### src/rtl/cnn_pkg.sv
// Shared constants, FSM state encoding and helpers for the CNN datapath blocks.
package cnn_pkg;

  localparam int DEF_DATA_W = 9;
  localparam int DEF_TAPS   = 9;
  localparam int DEF_ACC_W  = 22;
  localparam int DEF_OUT_W  = 9;

  typedef enum logic [1:0] {
    ST_ACCUM = 2'd0,
    ST_DRAIN = 2'd1,
    ST_HOLD  = 2'd2
  } mac_state_e;

  function automatic int clog2(input int value);
    int r;
    r = 0;
    for (int v = value - 1; v > 0; v = v >> 1) r++;
    return r;
  endfunction

endpackage

### src/rtl/mac_mult_stage.sv
// Registered signed multiply with valid and first-beat tag (pipeline stage S1).
module mac_mult_stage
  import cnn_pkg::*;
#(
  parameter int DATA_W = DEF_DATA_W
) (
  input  logic                       clk,
  input  logic                       rst_n,
  input  logic                       i_flush,
  input  logic                       i_valid,
  input  logic                       i_first,
  input  logic signed [DATA_W-1:0]   i_a,
  input  logic signed [DATA_W-1:0]   i_b,
  output logic signed [2*DATA_W-1:0] o_prod,
  output logic                       o_valid,
  output logic                       o_first
);

  localparam int PROD_W = 2 * DATA_W;

  logic signed [PROD_W-1:0] w_prod;
  logic signed [PROD_W-1:0] r_prod;
  logic                     r_valid;
  logic                     r_first;

  assign w_prod = PROD_W'(i_a) * PROD_W'(i_b);

  // Product and tag only load on a real beat so gaps leave them untouched.
  always_ff @(posedge clk or negedge rst_n) begin
    if (!rst_n) begin
      r_prod  <= '0;
      r_valid <= 1'b0;
      r_first <= 1'b0;
    end else begin
      r_valid <= i_valid & ~i_flush;
      if (i_valid) begin
        r_prod  <= w_prod;
        r_first <= i_first;
      end
    end
  end

  assign o_prod  = r_prod;
  assign o_valid = r_valid;
  assign o_first = r_first;

endmodule

### src/rtl/conv_mac.sv
// Pipelined signed MAC over one kernel window, with shift / ReLU / saturation post-processing.
//   state    | meaning
//   ST_ACCUM | accepting operand beats, counting taps
//   ST_DRAIN | last product in flight into the accumulator
//   ST_HOLD  | window result presented until the consumer takes it
module conv_mac
  import cnn_pkg::*;
#(
  parameter int DATA_W = DEF_DATA_W,
  parameter int TAPS   = DEF_TAPS,
  parameter int ACC_W  = DEF_ACC_W,
  parameter int SHIFT  = 0,
  parameter int OUT_W  = DEF_OUT_W
) (
  input  logic                     clk,
  input  logic                     reset,
  input  logic signed [DATA_W-1:0] a_in,
  input  logic signed [DATA_W-1:0] b_in,
  input  logic                     in_valid,
  output logic                     in_ready,
  input  logic                     relu_en,
  input  logic                     flush,
  output logic signed [ACC_W-1:0]  result,
  output logic signed [OUT_W-1:0]  q_out,
  output logic                     q_sat,
  output logic                     out_valid,
  input  logic                     out_ready
);

  localparam int PROD_W = 2 * DATA_W;
  localparam int CNT_W  = clog2(TAPS + 1);
  localparam logic [CNT_W-1:0] LAST_CNT = CNT_W'(TAPS - 1);
  localparam logic signed [ACC_W-1:0] Q_MAX = ACC_W'((2 ** (OUT_W - 1)) - 1);
  localparam logic signed [ACC_W-1:0] Q_MIN = ACC_W'(-(2 ** (OUT_W - 1)));

  mac_state_e               r_state;
  mac_state_e               w_state_nxt;
  logic [CNT_W-1:0]         r_cnt;
  logic                     r_started;
  logic                     r_relu;
  logic signed [ACC_W-1:0]  r_acc;

  logic                     w_accept;
  logic                     w_first;
  logic                     w_last;
  logic signed [PROD_W-1:0] w_s1_prod;
  logic                     w_s1_valid;
  logic                     w_s1_first;
  logic signed [ACC_W-1:0]  w_s1_ext;
  logic signed [ACC_W-1:0]  w_shift;
  logic signed [ACC_W-1:0]  w_relu;
  logic signed [OUT_W-1:0]  w_q;
  logic                     w_sat;

  // Derived from state rather than in_ready to keep the FSM comb block acyclic.
  assign w_accept = in_valid & r_started & (r_state == ST_ACCUM) & ~flush;
  assign w_first  = (r_cnt == '0);
  assign w_last   = (r_cnt == LAST_CNT);

  always_comb begin
    w_state_nxt = r_state;
    in_ready    = 1'b0;
    out_valid   = 1'b0;
    case (r_state)
      ST_ACCUM: begin
        in_ready = r_started;
        if (w_accept && w_last) w_state_nxt = ST_DRAIN;
      end
      ST_DRAIN: w_state_nxt = ST_HOLD;
      ST_HOLD: begin
        out_valid = 1'b1;
        if (out_ready) w_state_nxt = ST_ACCUM;
      end
      default: w_state_nxt = ST_ACCUM;
    endcase
    if (flush) w_state_nxt = ST_ACCUM;
  end

  always_ff @(posedge clk or negedge reset) begin
    if (!reset) begin
      r_state   <= ST_ACCUM;
      r_cnt     <= '0;
      r_started <= 1'b0;
      r_relu    <= 1'b0;
    end else begin
      r_state   <= w_state_nxt;
      r_started <= 1'b1;
      if (flush) begin
        r_cnt <= '0;
      end else if (w_accept) begin
        r_cnt <= w_last ? '0 : r_cnt + CNT_W'(1);
        if (w_first) r_relu <= relu_en;
      end
    end
  end

  mac_mult_stage #(
    .DATA_W (DATA_W)
  ) u_mult (
    .clk     (clk),
    .rst_n   (reset),
    .i_flush (flush),
    .i_valid (w_accept),
    .i_first (w_first),
    .i_a     (a_in),
    .i_b     (b_in),
    .o_prod  (w_s1_prod),
    .o_valid (w_s1_valid),
    .o_first (w_s1_first)
  );

  assign w_s1_ext = ACC_W'(w_s1_prod);

  // The first-beat tag restarts the sum, so back-to-back windows need no clear cycle.
  always_ff @(posedge clk or negedge reset) begin
    if (!reset) begin
      r_acc <= '0;
    end else if (w_s1_valid) begin
      r_acc <= w_s1_first ? w_s1_ext : r_acc + w_s1_ext;
    end
  end

  assign w_shift = r_acc >>> SHIFT;
  assign w_relu  = (r_relu && w_shift[ACC_W-1]) ? '0 : w_shift;

  always_comb begin
    w_q   = w_relu[OUT_W-1:0];
    w_sat = 1'b0;
    if (w_relu > Q_MAX) begin
      w_q   = Q_MAX[OUT_W-1:0];
      w_sat = 1'b1;
    end else if (w_relu < Q_MIN) begin
      w_q   = Q_MIN[OUT_W-1:0];
      w_sat = 1'b1;
    end
  end

  // Outputs read as zero outside HOLD so a partial window is never visible.
  always_comb begin
    result = '0;
    q_out  = '0;
    q_sat  = 1'b0;
    if (out_valid) begin
      result = r_acc;
      q_out  = w_q;
      q_sat  = w_sat;
    end
  end

endmodule

### config.mk
export PLATFORM = sky130hd
export DESIGN_NAME = conv_mac
export DESIGN_NICKNAME = d
export VERILOG_FILES = /design/src/rtl/cnn_pkg.sv /design/src/rtl/mac_mult_stage.sv /design/src/rtl/conv_mac.sv
export SDC_FILE = /design/constraint.sdc
export NUM_CORES = 1
export LEC_CHECK = 0
export CORE_MARGIN = 2
export CORE_UTILIZATION = 37
export CTS_CLUSTER_DIAMETER = 150
export DETAILED_ROUTE_END_ITERATION = 12
export PLACE_DENSITY = 0.66
export SETUP_SLACK_MARGIN = 0.2
export SYNTH_ARGS = -nofsm -noshare
export SYNTH_HDL_FRONTEND = slang
export SYNTH_HIERARCHICAL = 1
export SYNTH_SLANG_ARGS = --single-unit
### constraint.sdc
create_clock -name clk -period 3.7 [get_ports clk]
set_clock_uncertainty 0.1 [all_clocks]
set_input_delay 0.74 -clock clk [delete_from_list [all_inputs] [get_ports clk]]
set_output_delay 0.74 -clock clk [all_outputs]
set_load 0.05 [all_outputs]
==> results.md, run 1 <==
- Outcome: finished with violations
- Failing checks: negative setup slack
- Routability congestion estimate: 0.874
- FF-to-FF Start: r_acc[0]$_DFFE_PN0P_
- Netlist cell types: 55
- Async S/R FF share, synth: 100%
- Crit path cell chain: buf_6 -> and2_4 -> fa_1 -> inv_2 -> fa_1 -> inv_2 -> fa_1 -> fa_1 -> fa_2 -> ha_4 -> or3_4 -> nor2_4 -> o21ai_4 -> a2111oi_4 -> mux2i_1 -> a211o_1
- Clock-pin slew on the worst setup and hold paths: 0.07 ns
- Max-cap violations: 0
- Core Area: 17200 um2
- Hold path endpoint: r_state[1]$_DFFE_PN0P_
- CTS tree: built
- CP startpoint: a_in[5]
- Largest stage delay on the critical path: 0.57 ns
- Nature of the critical path endpoint: flip-flop
- Area after DPL: 7930 um2
- Final wirelength: 13900 um
- Post-synth EDFFs: 0
- Mapped Area: 6440 um2
- TritonCTS Buffers: 5
- Final Cell Area: 8350 um2
- Setup ws final: -1.19 ns
- Post-Syn Instances: 715
- Area fraction in compound gates after synthesis: 13.8%
- I/O Pins: 58
- Clock sink count: 50
- CP dominant cell by count: fa_1
- Reg2Reg Capture Point: r_acc[20]$_DFFE_PN0P_
- Drt pass-1 iters: 4
- Multi-input gate area: 5140 um2
- Total global-route track usage: 16.1%
- R2R depth: 11
- Unrepaired setup endpoints after global routing: true
- Hold Fails Final Rpt: 0
- Synth Register Bits: 50
- Nets: 987
- DIE HEIGHT: 136 um
- Hold_ws: 0.439 ns
- Vias in the first global route: 5198
- Syn nets: 871
- Clk root buf: clkbuf_16
- Synth Area in XOR/XNOR: 4.76%
- Final TNS setup: -10.91 ns
- Initial DRC count: 303
- Adder-cell share of the synthesized area: 33.9%
- Critical path class: input pin to flip-flop
- DRC: 0
- Dpl hpwl: 11500 um
- Pin count of the biggest net entering global routing: 42
- Final setup viols: 12
- CTS H-tree depth: 2
- Main combinational cell family by area after synthesis: adder cells
- Hold Path Class: flip-flop to flip-flop
- Row cnt: 48
- Max Fclk: 204 MHz
- Layout cells sized above 1: 23.8%
- Min Tclk post-route: 4.89 ns
- Commonest non-fill, non-tap cell in the layout: inv_1
- FF+latch area: 1250 um2
- Post-synthesis sequential area ratio: 19.4%
- First-pass GRT wire length: 24400 um
- Wire per inst: 13.2 um
- CP startpoint kind: input pin
- Cell Pwr Density: 918 nW/um2
- Die Span X: 136 um
- Worst EP arrival: 4.97 ns
- CP required: 3.78 ns
- Routed Antenna Nets: 0
- Main synth FF type: dfrtp_1
- Power, Total: 7.67 mW
- Grt ovf: 0
- Area growth syn-to-layout: 29.6%
- N_diodes: 0
- Vias per cell: 4.83
- Clock Path Buffers: 2
- Multiplexer share of the synthesized area: 4.21%
- Initial antenna violation count: 0
- Hold path depth: 2
- Final core utilization: 48.6%
- Synth Area per Inst: 9.01 um2
- Final worst path period share: 132%
- P_leak: 4.04 nW
- FF-to-FF setup slack: 0.58 ns
- Die Footprint: 18500 um2
- Most frequent cells in the layout: inv_1 (78), fa_1 (64), nand2_1 (60)
- Yosys warns: 6
- Slew Viols, Final: 0
- Worst slew margin: 39.3%
- Max VDD drop: 497 uV
- Clock latency at the later pin of the worst-skew pair: 0.29 ns
- Fillers: 1680
- Slowest CP cell: fa_1
- Hold Startpoint: r_state[0]$_DFFE_PN0P_
- DR vias: 5101
- Starting Density: 37.5%
- Simple-Gate Fraction of Synth Area: 17.2%
- IO Port Bufs: 57
- Critical path fanouts, max: 3
- Worst-Margin Slew: 0.910 ns
## synthesized netlist by cell type, drive strengths merged, types with 2 or more instances
cell	number	share of area, %
a211o	2	0.27
a211oi	4	0.47
a21o	15	1.8
a21oi	53	4.2
a31oi	7	0.68
and2	50	4.9
and3	3	0.31
and4	3	0.43
buf	5	0.29
clkbuf	20	1.2
dfrtp	50	19
fa	71	22
ha	61	12
inv	88	5.1
mux2	17	3.0
mux2i	8	1.2
nand2	70	4.1
nand2b	8	0.78
nand3	14	1.1
nand3b	2	0.23
nand4	5	0.49
nor2	43	2.6
nor2b	8	0.78
nor3	6	0.47
nor3b	2	0.23
nor4	5	0.49
o21a	11	1.3
o21ai	26	2.1
o21bai	2	0.23
o221ai	5	0.68
or3	2	0.27
xnor2	22	3.0
xor2	13	1.8
## critical path, delay by kind of cell
| kind | cells | cell delay, ns |
|---|---|---|
| muxes | 1 | 0.12 |
| and+or+nand+nor | 3 | 0.66 |
| AOI/OAI and AO/OA | 3 | 0.61 |
| buffers and inverters | 3 | 0.18 |
| adders and majority gates | 6 | 2.65 |
## metal layers
metal	wire, um	GRT usage [%]	vias to the layer above
li1	-	-	2617
met1	6700	22.3	2386
met2	6630	27.7	90
met3	447	1.04	8
met4	146	3.70	0
met5	0	0	-
## worst max-delay path by stage
stage | slack (ns) | to | depth (start not counted)
2_1_floorplan | -1.27 | u_mult/o_prod[17]$_DFFE_PN0P_ | 16
4_1_cts | -1.34 | u_mult/o_prod[16]$_DFFE_PN0P_ | 16
5_1_grt | -1.34 | u_mult/o_prod[16]$_DFFE_PN0P_ | 17
3_3_place_gp | -1.98 | u_mult/o_prod[16]$_DFFE_PN0P_ | 15
6_report | -1.19 | u_mult/o_prod[16]$_DFFE_PN0P_ | 16
3_5_place_dp | -2.08 | u_mult/o_prod[17]$_DFFE_PN0P_ | 15
## report_power, final
| part | internal, mW | leakage [nW] | total, mW | switching (mW) |
|---|---|---|---|---|
| Clock | 0.268 | 0.0739 | 0.461 | 0.193 |
| Combinational | 3.32 | 3.37 | 6.19 | 2.87 |
| Sequential | 0.754 | 0.598 | 1.02 | 0.261 |
## logic make-up after synthesis
kind of cell | Yosys count
flip-flops | 50
XOR/XNOR | 35
multiplexers | 25
buffers and inverters | 113
AO/OA/AOI/OAI | 137
adder cells (fa/ha/maj) | 132
AND/OR/NAND/NOR | 222
other | 1
## final cells by class
type / count / share of cell area (%)
multi-input combinational: 552 / 61.5
sequential: 50 / 15.0
timing repair buffer: 134 / 14.3
inverter: 88 / 4.02
tap: 225 / 3.37
clock buffer: 7 / 1.71
clock inverter: 1 / 0.0599
## state kept, by name, indices dropped and copies added (netlist names)
register        flops
r_state             2
r_started           1
r_cnt               4
r_acc              22
u_mult/o_valid      1
u_mult/o_prod      18
u_mult/o_first      1
r_relu              1
## metrics by stage
stage	instances	setup WS, ns
after floorplan	715	-1.27
after global placement	1038	-1.98
after detailed placement	1038	-2.08
after CTS	1052	-1.34
after global routing	1057	-1.34
final	1057	-1.19
## repair_timing
item                       CTS  global route
setup buffers                6             5
resized for setup          104            49
hold buffers                 0             0
pin swaps                   32            44
setup endpoints to repair   15            21
No activity file was read; power rests on OpenSTA's default activity.
==> run 2, diff against run 1 <==
--- a/config.mk
+++ b/config.mk
@@ -9,7 +9,8 @@
 export CORE_UTILIZATION = 37
 export CTS_CLUSTER_DIAMETER = 150
 export DETAILED_ROUTE_END_ITERATION = 12
-export PLACE_DENSITY = 0.66
+export DONT_BUFFER_PORTS = 1
+export PLACE_DENSITY = 0.62
 export SETUP_SLACK_MARGIN = 0.2
 export SYNTH_ARGS = -nofsm -noshare
 export SYNTH_HDL_FRONTEND = slang
==> run 2 against run 1 <==
The run still ends with negative setup slack left. Power fell by 5.0%. Critical path depth fell by 1. Sequential power barely moved. Global-route usage fell by 0.53 points. Critical path type unchanged. Critical endpoint unchanged. Highest routed layer unchanged.
==> results.md, run 2 (synthesized netlist as in run 1, its figures left out) <==
- Outcome: finished with violations
- Failing checks: negative setup slack
- Grt ovf: 0
- Clock-pin slew on the worst setup and hold paths: 0.07 ns
- Int Power: 4.12 mW
- Routed Antenna Nets: 0
- CP required: 3.78 ns
- Critical path fanouts, max: 9
- Pre-CTS setup slack: -1.42 ns
- Slew Viols, Final: 0
- Max-cap violations: 0
- Initial DRC count: 236
- Layout cells sized above 1: 18.5%
- Worst slew margin: 38.6%
- Row cnt: 48
- Clock Path Buffers: 2
- Pin count of the biggest net entering global routing: 51
- Cell Pwr Density: 962 nW/um2
- CTS H-tree depth: 2
- CP startpoint: b_in[3]
- Clock latency at the later pin of the worst-skew pair: 0.29 ns
- Core Area: 17200 um2
- Routability congestion estimate: 0.868
- Total global-route track usage: 15.6%
- Final worst path period share: 126%
- First-pass GRT wire length: 23700 um
- Hold Path Class: input pin to async pin
- Worst EP arrival: 4.74 ns
- FF-to-FF Start: r_acc[0]$_DFFE_PN0P_
- Drt pass-1 iters: 4
- IO Port Bufs: 0
- Final Cell Area: 7570 um2
- Unrepaired setup endpoints after global routing: true
- Die Footprint: 18500 um2
- Switch Pwr: 3.17 mW
- Commonest non-fill, non-tap cell in the layout: inv_1
- Hold Fails Final Rpt: 0
- Critical path class: input pin to flip-flop
- Vias per cell: 4.98
- Die Span X: 136 um
- Fillers: 1750
- Reg2Reg Capture Point: r_acc[20]$_DFFE_PN0P_
- Dpl hpwl: 11300 um
- TritonCTS Buffers: 5
- CTS tree: built
- Clock sink count: 50
- Worst-Margin Slew: 0.917 ns
- DR vias: 4886
- Most frequent cells in the layout: inv_1 (83), fa_1 (66), nand2_1 (63)
- Initial antenna violation count: 0
- Area growth syn-to-layout: 17.5%
- Largest Register: r_acc
- Clk root buf: clkbuf_16
- N_diodes: 0
- R2R depth: 11
- Hold Buf Count CTS: 0
- Nature of the critical path endpoint: flip-flop
- Reg power frac: 14.2%
- Area after DPL: 7300 um2
- DIE HEIGHT: 136 um
- Clock Power Share: 7.2%
- Min Tclk post-route: 4.66 ns
- CP startpoint kind: input pin
- Final setup viols: 11
- Starting Density: 37.5%
- Vias in the first global route: 4850
- Worst setup path end: u_mult/o_prod[16]$_DFFE_PN0P_
- I/O Pins: 58
- FF+latch area: 1250 um2
- DRC: 0
- Multi-input gate area: 5090 um2
- Setup ws final: -0.958 ns
- Wire per inst: 13.8 um
- Nets: 911
- Final wirelength: 13500 um
- Net Sw Frac: 43.5%
- Comb pwr share: 78.7%
- Max VDD drop: 438 uV
- Largest register FFs: 22
- P_leak: 3.56 nW
- Max Fclk: 215 MHz
- FF-to-FF setup slack: 0.59 ns
==> run 2: cell types whose count changed in the layout (fill, tap and decap cells not counted), sizes merged <==
cell and change:
bufinv +1, dlymetal6s2s -7, clkdlybuf4s15 -1, buf -35, clkdlybuf4s50 -30, clkinvlp +2, clkbuf -4, clkinv -1
dlygate4sd2 -1
==> run 2: timing repair <==
action | in CTS | in global routing
setup endpoints to repair | 12 | 12
resized for setup | 11 | 8
endpoints found under the hold margin | 0 | 0
pin swaps | 23 | 8
buffers inserted | 0 | 1
==> run 2: area by class of cell <==
class                   instances  area share [%]
multi-input cells             552            67.3
flip-flops and latches         50            16.5
repair buffers                 58            5.85
inverters                      88            4.40
well taps                     225            3.72
clock buffers                   5            1.65
clock inverters                 3           0.595
==> run 2: power groups by stage <==
stage	registers, mW	clock network (mW)	logic [mW]
floorplan	0.925	0	4.07
CTS	1.03	0.537	5.69
global route	1.07	0.559	6.46
global placement	1.03	0	5.48
finish	1.03	0.522	5.73
detailed placement	1.04	0	5.50
==> run 2: worst min-delay path by stage <==
| stage | startpoint | to | slack (ns) | depth (start not counted) |
|---|---|---|---|---|
| CTS | reset | u_mult/o_prod[1]$_DFFE_PN0P_ | 0.03 | 0 |
| floorplan | reset | r_acc[0]$_DFFE_PN0P_ | 0.34 | 0 |
| finish | reset | r_acc[2]$_DFFE_PN0P_ | 0.04 | 0 |
| global route | reset | r_acc[2]$_DFFE_PN0P_ | 0.02 | 0 |
| detailed placement | reset | r_acc[1]$_DFFE_PN0P_ | 0.35 | 0 |
| global placement | reset | r_acc[1]$_DFFE_PN0P_ | 0.35 | 0 |
==> run 2: per-stage QoR <==
| step | utilization, % | hold WS [ns] | std cells | TNS, ns | power [mW] |
|---|---|---|---|---|---|
| 5_1_grt | 44.1 | 0.0225 | 981 | -9.60 | 8.09 |
| 3_3_place_gp | 42.5 | 0.346 | 972 | -12.64 | 6.51 |
| 3_5_place_dp | 42.5 | 0.346 | 972 | -12.96 | 6.54 |
| 4_1_cts | 43.9 | 0.0289 | 980 | -8.35 | 7.26 |
| 6_report | 44.1 | 0.0351 | 981 | -7.92 | 7.29 |
| 2_1_floorplan | - | 0.344 | 715 | -10.90 | 4.99 |
==> run 2: routing by layer <==
layer | vias up | GRT usage [%] | wire length (um)
met5 | - | 0 | 0
met4 | 0 | 3.30 | 138
met3 | 8 | 1.53 | 494
met2 | 90 | 24.5 | 5920
met1 | 2327 | 23.3 | 6990
li1 | 2461 | - | -
==> run 2: critical path, cell delays in order <==
cell	delay [ns]
and2_4	0.14
fa_1	0.54
inv_1	0.05
fa_1	0.48
inv_1	0.05
fa_1	0.46
fa_1	0.50
fa_2	0.40
ha_4	0.17
or3_4	0.34
nor2_4	0.11
o21ai_4	0.08
a2111oi_4	0.35
mux2i_1	0.12
a211o_1	0.22
==> run 3, diff against run 2 <==
--- a/config.mk
+++ b/config.mk
@@ -11,6 +11,7 @@
 export DETAILED_ROUTE_END_ITERATION = 12
 export DONT_BUFFER_PORTS = 1
 export PLACE_DENSITY = 0.62
+export REMOVE_ABC_BUFFERS = 1
 export SETUP_SLACK_MARGIN = 0.2
 export SYNTH_ARGS = -nofsm -noshare
 export SYNTH_HDL_FRONTEND = slang
==> run 3 against run 2 <==
The flow still finishes with violations (negative setup slack). Sequential share of layout area down 0.29 points. Register-to-register slack improved by 0.05 ns. Core utilization rose by 0.78 points. Clock-buffer cell count unchanged. Highest routed layer unchanged.
==> results.md, run 3 (synthesized netlist as in run 1, its figures left out) <==
- Outcome: finished with violations
- Failing checks: negative setup slack
- Max Fclk: 212 MHz
- Routed Antenna Nets: 0
- Clock latency at the later pin of the worst-skew pair: 0.30 ns
- Initial DRC count: 164
- CP startpoint kind: input pin
- Hold Fails Final Rpt: 0
- DIE HEIGHT: 136 um
- Final wirelength: 14200 um
- Hold Buf Count CTS: 0
- Area after DPL: 7100 um2
- Dpl hpwl: 11300 um
- P_leak: 3.62 nW
- Most frequent cells in the layout: inv_1 (80), fa_1 (64), nand2_1 (63), buf_4 (63), a21oi_1 (51)
- Nets: 924
- Vias in the first global route: 4988
- Routability congestion estimate: 0.835
- Critical path class: input pin to flip-flop
- DRC: 0
- Cell Pwr Density: 968 nW/um2
- Core Area: 17200 um2
- Min Tclk post-route: 4.71 ns
- Wire per inst: 14.3 um
- Vias per cell: 5.03
- Row cnt: 48
- Worst EP arrival: 4.79 ns
- Starting Density: 37.5%
- Unrepaired setup endpoints after global routing: true
- Grt ovf: 0
- I/O Pins: 58
- IO Port Bufs: 0
- DR vias: 4996
- Clock sink count: 50
- Clock-pin slew on the worst setup and hold paths: 0.06 ns
- Nature of the critical path endpoint: flip-flop
- Layout cells sized above 1: 21.3%
- CP required: 3.78 ns
- Critical path fanouts, max: 9
- Largest Register: r_acc
- Initial antenna violation count: 0
- FF-to-FF setup slack: 0.64 ns
- CTS tree: built
- Worst slew margin: 26.9%
- Max-cap violations: 0
- Max VDD drop: 576 uV
- CTS H-tree depth: 2
- Pin count of the biggest net entering global routing: 51
- Final worst path period share: 127%
- Final setup viols: 12
- Die Span X: 136 um
- Die Footprint: 18500 um2
- Setup ws final: -1.01 ns
- Total global-route track usage: 15.9%
- First-pass GRT wire length: 23700 um
- Final Cell Area: 7700 um2
- Commonest non-fill, non-tap cell in the layout: inv_1
- Worst-Margin Slew: 1.10 ns
- Area growth syn-to-layout: 19.6%
- Fillers: 1705
- N_diodes: 0
- Hold Path Class: input pin to async pin
- Slew Viols, Final: 0
- Drt pass-1 iters: 4
- Clock Path Buffers: 2
- Pre-CTS setup slack: -1.52 ns
- TritonCTS Buffers: 5
- Clk root buf: clkbuf_16
- Largest register FFs: 22
- Final core utilization: 44.8%
[run 3: worst paths after layout]
path | depth (start not counted) | startpoint | endpoint
max in group asynchronous | 0 | reset | u_mult/o_prod[14]$_DFFE_PN0P_
worst max register to register | 11 | r_acc[0]$_DFFE_PN0P_ | r_acc[20]$_DFFE_PN0P_
worst min-delay path | 0 | reset | r_acc[18]$_DFFE_PN0P_
min in group clk | 1 | flush | r_cnt[0]$_DFFE_PN0P_
worst max-delay path | 15 | b_in[5] | u_mult/o_prod[16]$_DFFE_PN0P_
worst min register to register | 1 | u_mult/o_prod[3]$_DFFE_PN0P_ | u_mult/o_prod[3]$_DFFE_PN0P_
[run 3: through the flow]
stage | hold slack [ns] | cells | setup TNS, ns | power, mW
after floorplan | 0.344 | 690 | -11.90 | 4.54
after global routing | 0.0206 | 994 | -10.06 | 8.24
after detailed placement | 0.346 | 976 | -14.12 | 6.01
after CTS | 0.0254 | 988 | -8.53 | 7.22
after global placement | 0.345 | 976 | -13.65 | 5.96
final | 0.0359 | 994 | -8.58 | 7.46
[run 3: power breakdown]
group          switching (mW)  internal (mW)  total, mW
clock network           0.212          0.251      0.462
registers               0.282          0.754       1.04
logic                    2.79           3.18       5.96
[run 3: layout make-up]
type | count | area, um2 | area share (%)
multi-input cells | 552 | 5130 | 66.6
flip-flops and latches | 50 | 1250 | 16.2
repair buffers | 71 | 563 | 7.31
inverters | 88 | 333 | 4.32
well taps | 225 | 282 | 3.65
clock buffers | 5 | 125 | 1.62
clock inverters | 3 | 21.3 | 0.276
[run 3: worst max-delay path: stages]
cell and delay (ns):
and2_4 0.14, fa_1 0.54, inv_1 0.05, fa_1 0.47, inv_1 0.05, fa_1 0.46
fa_1 0.52, fa_2 0.39, ha_4 0.17, or3_4 0.35, nor2_4 0.13, o21ai_4 0.08
a2111oi_4 0.35, mux2i_1 0.12, a211o_1 0.24
[run 3: layer usage]
layer	vias to the layer above	routed length [um]	GRT usage, %
met5	-	0	0
met1	2412	6800	22.9
met4	0	133	3.53
met2	87	6620	25.5
met3	9	668	2.05
li1	2488	-	-
[run 3: repair_timing]
action | 4_1_cts | 5_1_grt
gates cloned | 0 | 0
endpoints found under the setup margin | 13 | 13
pin swaps | 38 | 25
buffers inserted | 4 | 6
resized for setup | 58 | 24
